## src/rtl/vga_scanout.sv

```systemverilog
`default_nettype none
// +--------------------------------------------------------------------------+
// | vga_scanout : VGA timing generator and 1-bpp front-buffer pixel reader     |
// | Revision    : 1.0                                                        |
// +--------------------------------------------------------------------------+
module vga_scanout #(
  parameter int          H_ACTIVE   = 640,
  parameter int          H_FP       = 16,
  parameter int          H_SYNC     = 96,
  parameter int          H_BP       = 48,
  parameter int          V_ACTIVE   = 480,
  parameter int          V_FP       = 10,
  parameter int          V_SYNC     = 2,
  parameter int          V_BP       = 33,
  parameter int          ADDR_WIDTH = $clog2(H_ACTIVE*V_ACTIVE),
  parameter int          RD_LATENCY = 1,
  parameter logic [11:0] FG_COLOR   = 12'hFFF,
  parameter logic [11:0] BG_COLOR   = 12'h000
) (
  input  logic                  clk,
  input  logic                  resetn,
  input  logic                  buffer_sel,
  output logic                  rd_en,
  output logic [ADDR_WIDTH-1:0] rd_addr,
  output logic                  rd_buf,
  input  logic                  rd_data,
  output logic                  hsync,
  output logic                  vsync,
  output logic [3:0]            vga_r,
  output logic [3:0]            vga_g,
  output logic [3:0]            vga_b,
  output logic                  frame_pulse
);

  localparam int H_T = H_ACTIVE + H_FP + H_SYNC + H_BP;
  localparam int V_T = V_ACTIVE + V_FP + V_SYNC + V_BP;
  localparam int HW  = $clog2(H_T);
  localparam int VW  = $clog2(V_T);

  localparam logic [HW-1:0] C_H_LAST     = HW'(H_T - 1);
  localparam logic [HW-1:0] C_H_ACT      = HW'(H_ACTIVE);
  localparam logic [HW-1:0] C_HS_FIRST   = HW'(H_ACTIVE + H_FP);
  localparam logic [HW-1:0] C_HS_LAST    = HW'(H_ACTIVE + H_FP + H_SYNC - 1);
  localparam logic [VW-1:0] C_V_LAST     = VW'(V_T - 1);
  localparam logic [VW-1:0] C_V_ACT      = VW'(V_ACTIVE);
  localparam logic [VW-1:0] C_VS_FIRST   = VW'(V_ACTIVE + V_FP);
  localparam logic [VW-1:0] C_VS_LAST    = VW'(V_ACTIVE + V_FP + V_SYNC - 1);
  localparam logic [2:0]    C_PIPE_RST   = 3'b011;  // {de, hs_n, vs_n} idle

  logic [HW-1:0] r_h_cnt;
  logic [VW-1:0] r_v_cnt;
  logic          w_active;
  logic          w_hs_n;
  logic          w_vs_n;
  logic          w_frame_start;
  logic          w_vblank_start;
  logic          r_hs1;
  logic          r_vs1;
  logic [1:0]    r_bsel_sync;
  logic          r_bsel_latch;
  logic [2:0]    r_pipe [RD_LATENCY];
  logic [2:0]    w_pipe_out;
  logic [11:0]   r_rgb;

  // Stage 0: raster counters
  always_ff @(posedge clk) begin
    if (!resetn) begin
      r_h_cnt <= '0;
      r_v_cnt <= '0;
    end else if (r_h_cnt == C_H_LAST) begin
      r_h_cnt <= '0;
      r_v_cnt <= (r_v_cnt == C_V_LAST) ? '0 : r_v_cnt + VW'(1);
    end else begin
      r_h_cnt <= r_h_cnt + HW'(1);
    end
  end

  assign w_active       = (r_h_cnt < C_H_ACT) && (r_v_cnt < C_V_ACT);
  assign w_hs_n         = !((r_h_cnt >= C_HS_FIRST) && (r_h_cnt <= C_HS_LAST));
  assign w_vs_n         = !((r_v_cnt >= C_VS_FIRST) && (r_v_cnt <= C_VS_LAST));
  assign w_frame_start  = (r_h_cnt == '0) && (r_v_cnt == '0);
  assign w_vblank_start = (r_h_cnt == '0) && (r_v_cnt == C_V_ACT);

  // Stage 1: read request, linear address, buffer select, frame pulse
  always_ff @(posedge clk) begin
    if (!resetn) begin
      rd_en        <= 1'b0;
      rd_addr      <= '0;
      r_hs1        <= 1'b1;
      r_vs1        <= 1'b1;
      frame_pulse  <= 1'b0;
      r_bsel_sync  <= 2'b00;
      r_bsel_latch <= 1'b0;
    end else begin
      rd_en       <= w_active;
      r_hs1       <= w_hs_n;
      r_vs1       <= w_vs_n;
      frame_pulse <= w_vblank_start;
      r_bsel_sync <= {r_bsel_sync[0], buffer_sel};
      if (w_frame_start) begin
        rd_addr      <= '0;
        r_bsel_latch <= r_bsel_sync[1];
      end else if (rd_en) begin
        rd_addr <= rd_addr + ADDR_WIDTH'(1);
      end
    end
  end

  // Front buffer is the one the manager is not drawing into
  assign rd_buf = ~r_bsel_latch;

  // Timing shift pipe matching the framebuffer read latency
  always_ff @(posedge clk) begin
    if (!resetn) begin
      for (int i = 0; i < RD_LATENCY; i++) r_pipe[i] <= C_PIPE_RST;
    end else begin
      r_pipe[0] <= {rd_en, r_hs1, r_vs1};
      for (int i = 1; i < RD_LATENCY; i++) r_pipe[i] <= r_pipe[i-1];
    end
  end

  assign w_pipe_out = r_pipe[RD_LATENCY-1];

  // Output registers
  always_ff @(posedge clk) begin
    if (!resetn) begin
      hsync <= 1'b1;
      vsync <= 1'b1;
      r_rgb <= 12'h000;
    end else begin
      hsync <= w_pipe_out[1];
      vsync <= w_pipe_out[0];
      r_rgb <= w_pipe_out[2] ? (rd_data ? FG_COLOR : BG_COLOR) : 12'h000;
    end
  end

  assign {vga_r, vga_g, vga_b} = r_rgb;

endmodule
`default_nettype wire

```

## config.mk

```make
export PLATFORM = sky130hd
export DESIGN_NAME = vga_scanout
export DESIGN_NICKNAME = d
export VERILOG_FILES = /design/src/rtl/vga_scanout.sv
export SDC_FILE = /design/constraint.sdc
export NUM_CORES = 1
export LEC_CHECK = 0
export CORE_ASPECT_RATIO = 1.5
export CORE_UTILIZATION = 52
export DETAILED_ROUTE_END_ITERATION = 6
export GPL_TIMING_DRIVEN = 0
export PLACE_DENSITY = 0.83
export SYNTH_ARGS = -nofsm -noshare
export SYNTH_HDL_FRONTEND = slang
export SYNTH_SLANG_ARGS = --single-unit
```

## constraint.sdc

```tcl
create_clock -name clk -period 2 [get_ports clk]
set_input_delay 0.3 -clock clk [delete_from_list [all_inputs] [get_ports clk]]
set_output_delay 0.3 -clock clk [all_outputs]
set_load 0.02 [all_outputs]
```

==> metrics.yaml <==
status: "finished with violations"
violations: "DRC"
cts_root_buffer: "clkbuf_8"
arrival_ns: 1.64
drc: 8
fillCellCount: 337
fmax_ghz: 0.517
grt_usage: 0.212
routed_via_density: 5.50
irDropWorstVdd_uv: 548
startpoint_type: "flop"
gp_congestion: 0.862
gr-total-overflow: 0
antenna_found_initial: 0
fin_hold_ws_ns: 0.411
routed.top_layer: "met4"
vias: 1915
dieArea_um2: 4770
synth-async-reset-ratio: 0
io_pins: 40
wl_met3_um: 139
period_minus_slack_ns: 1.94
wl_met1_mm: 1.85
yosysTopAreaCellShare: 0.446
drt_first_pass_iters: 6
p_per_area_nw_per_um2: 612
hold_viol: 0
core_um2: 4280
hpwl_mm: 3.60
worst_pin_slew_ns: 0.451
yosysMostFrequentCell: "dfxtp_1"
worst-path-max-fanout: 12
cts_sinks: 52
synth_common_cells: "dfxtp_1 (52), nor2_1 (31), xnor2_1 (17), nand2_1 (14), nand3_1 (13)"
synthFlopType: "dfxtp_1"
ys_seq_area_frac: 0.446
p_clk_frac: 0.331
rows: 29
synth_nets: 264
min_path_type: "reg2reg"
slew_headroom: 0.699
p_comb_frac: 0.067
fin_tns_setup_ns: 0
cts_tree: "yes"
dieHeight_um: 84.1
fin_crit_sh: 0.968
avgSynthCellArea_um2: 9.16
p_int_uw: 1350
synth_area_leader_cell: "dfxtp_1"
synthTopCellsByArea: "dfxtp_1 (45%), xnor2_1 (6.4%), nor2_1 (5.0%), buf_4 (3.9%), xor2_1 (3.0%)"
p_leak_uw: 0.000984
syn_to_final_growth_pct: 23.1
grt_start_max_net_pins: 17
wire_per_inst_um: 13.7
synth_seq_cells: 52
post_cts_resized: 0
yosys_warnings: 0
swShare: 0.235
synth_edf_count: 0
seq_power_share: 0.602
h-tree-depth: 2
final-setup-viol-count: 0
crit_path_end_kind: "output port"
routed_wl_mm: 4.77
layout.nets: 310
ys_types: 42
maxCapViolations: 0
synth_cells: 255
wl_met2_mm: 2.72
drtIter0Drc: 102
slew_viol_final: 0
post-cts-setup-buffers: 0
crit_required_ns: 1.70
hold_buffers: 0
start_util: 0.545
finClkSkew_ns: 0.0118
synth_area_um2: 2330
die_w_um: 56.7
rsz0062_at_grt: "false"
clockBufferDepth: 2
grt_pass1_wl_mm: 7.94
grt_pass1_vias: 1817
io_buffers: 39
diodes: 0
clock_latency_ns: 0.30
antenna_left: 0
power.net_switching_uw: 413
path_class: "reg2out"
clk_pin_slew_ns: 0.09
drive_gt1_frac: 0.106
numCtsBuffers: 5
[layout by cell type, fill, tap and decap left out, types with 4 or more instances in the layout]
master,instances
or4_1,4
ha_1,5
and2_1,5
nand2_1,14
nor2_1,31
nand4_1,10
buf_4,12
o21ai_0,7
a21oi_1,7
o31ai_1,4
dfxtp_1,52
nor4_1,6
or3_1,5
xor2_1,8
nor3_1,6
nand2b_1,5
xnor2_1,17
clkdlybuf4s50_1,39
clkbuf_8,6
inv_1,10
nand3_1,13
[metrics by stage]
stage               power, uW  area (um2)  utilization  std cells  setup slack, ns
global placement         1200        2780        0.650        340            0.103
global route             1840        2870        0.671        348          0.00584
CTS                      1780        2870        0.670        348           0.0425
finish                   1760        2870        0.671        348           0.0642
detailed placement       1200        2780        0.650        340           0.0638
floorplan                1160        2330            -        255            0.330
[metal layers]
| metal | global-route usage | up-vias |
|---|---|---|
| met3 | 0.0419 | 6 |
| met1 | 0.212 | 903 |
| met2 | 0.410 | 39 |
| met5 | 0 | - |
| met4 | 0.0864 | 0 |
| li1 | - | 967 |
[state kept, by name, indices dropped and copies added, names as in the netlist, 2 cells and up]
register and flops:
rd_addr 19, r_pipe 3, r_v_cnt 10, r_h_cnt 10, r_bsel_sync 2
[final timing paths]
kind / startpoint / to / slack [ns] / cells past startpoint
setup reg to reg: r_h_cnt[0]$_SDFF_PP0_ / r_v_cnt[4]$_SDFFE_PN0N_ / 0.16 / 5
hold / removal: r_vs1$_SDFF_PN1_ / r_pipe[0][0]$_SDFF_PN1_ / 0.41 / 1
hold reg to reg: r_vs1$_SDFF_PN1_ / r_pipe[0][0]$_SDFF_PN1_ / 0.41 / 1
setup / recovery: r_rgb[10]$_SDFF_PN0_ / vga_g[3] / 0.06 / 2
[critical path: stages (launching register included)]
cell	delay, ns
dfxtp_1	0.56
buf_4	0.18
clkdlybuf4s50_1	0.60
[power groups by stage]
| stage | registers (uW) | clock network [uW] | logic (uW) |
|---|---|---|---|
| final | 1060 | 582 | 118 |
| after global routing | 1060 | 645 | 130 |
| after CTS | 1060 | 605 | 119 |
| after detailed placement | 1080 | 0 | 119 |
| after global placement | 1080 | 0 | 116 |
| after floorplan | 1090 | 0 | 70.4 |
[area by class of cell]
type                            count  area (um2)  area share
Multi-Input combinational cell    176        1130       0.394
Sequential cell                    52        1040       0.362
Timing Repair Buffer               39         390       0.136
Buffer                             17         126      0.0440
Clock buffer                        5        68.8      0.0239
Tap cell                           46        57.6      0.0200
Inverter                           10        37.5      0.0131
Clock inverter                      3        18.8     0.00653
[cell families (layout without fill, tap and decap cells)]
group	after synthesis	after routing	synth area share
and+or+nand+nor	121	121	0.293
DFF	52	52	0.446
buffers and inverters	27	74	0.0702
xor gates and xnor gates	25	25	0.0938
AOI/OAI and AO/OA	22	22	0.0579
adders and majority gates	5	5	0.0268
muxes	3	3	0.0129
Power figures use the tool's default switching activity.
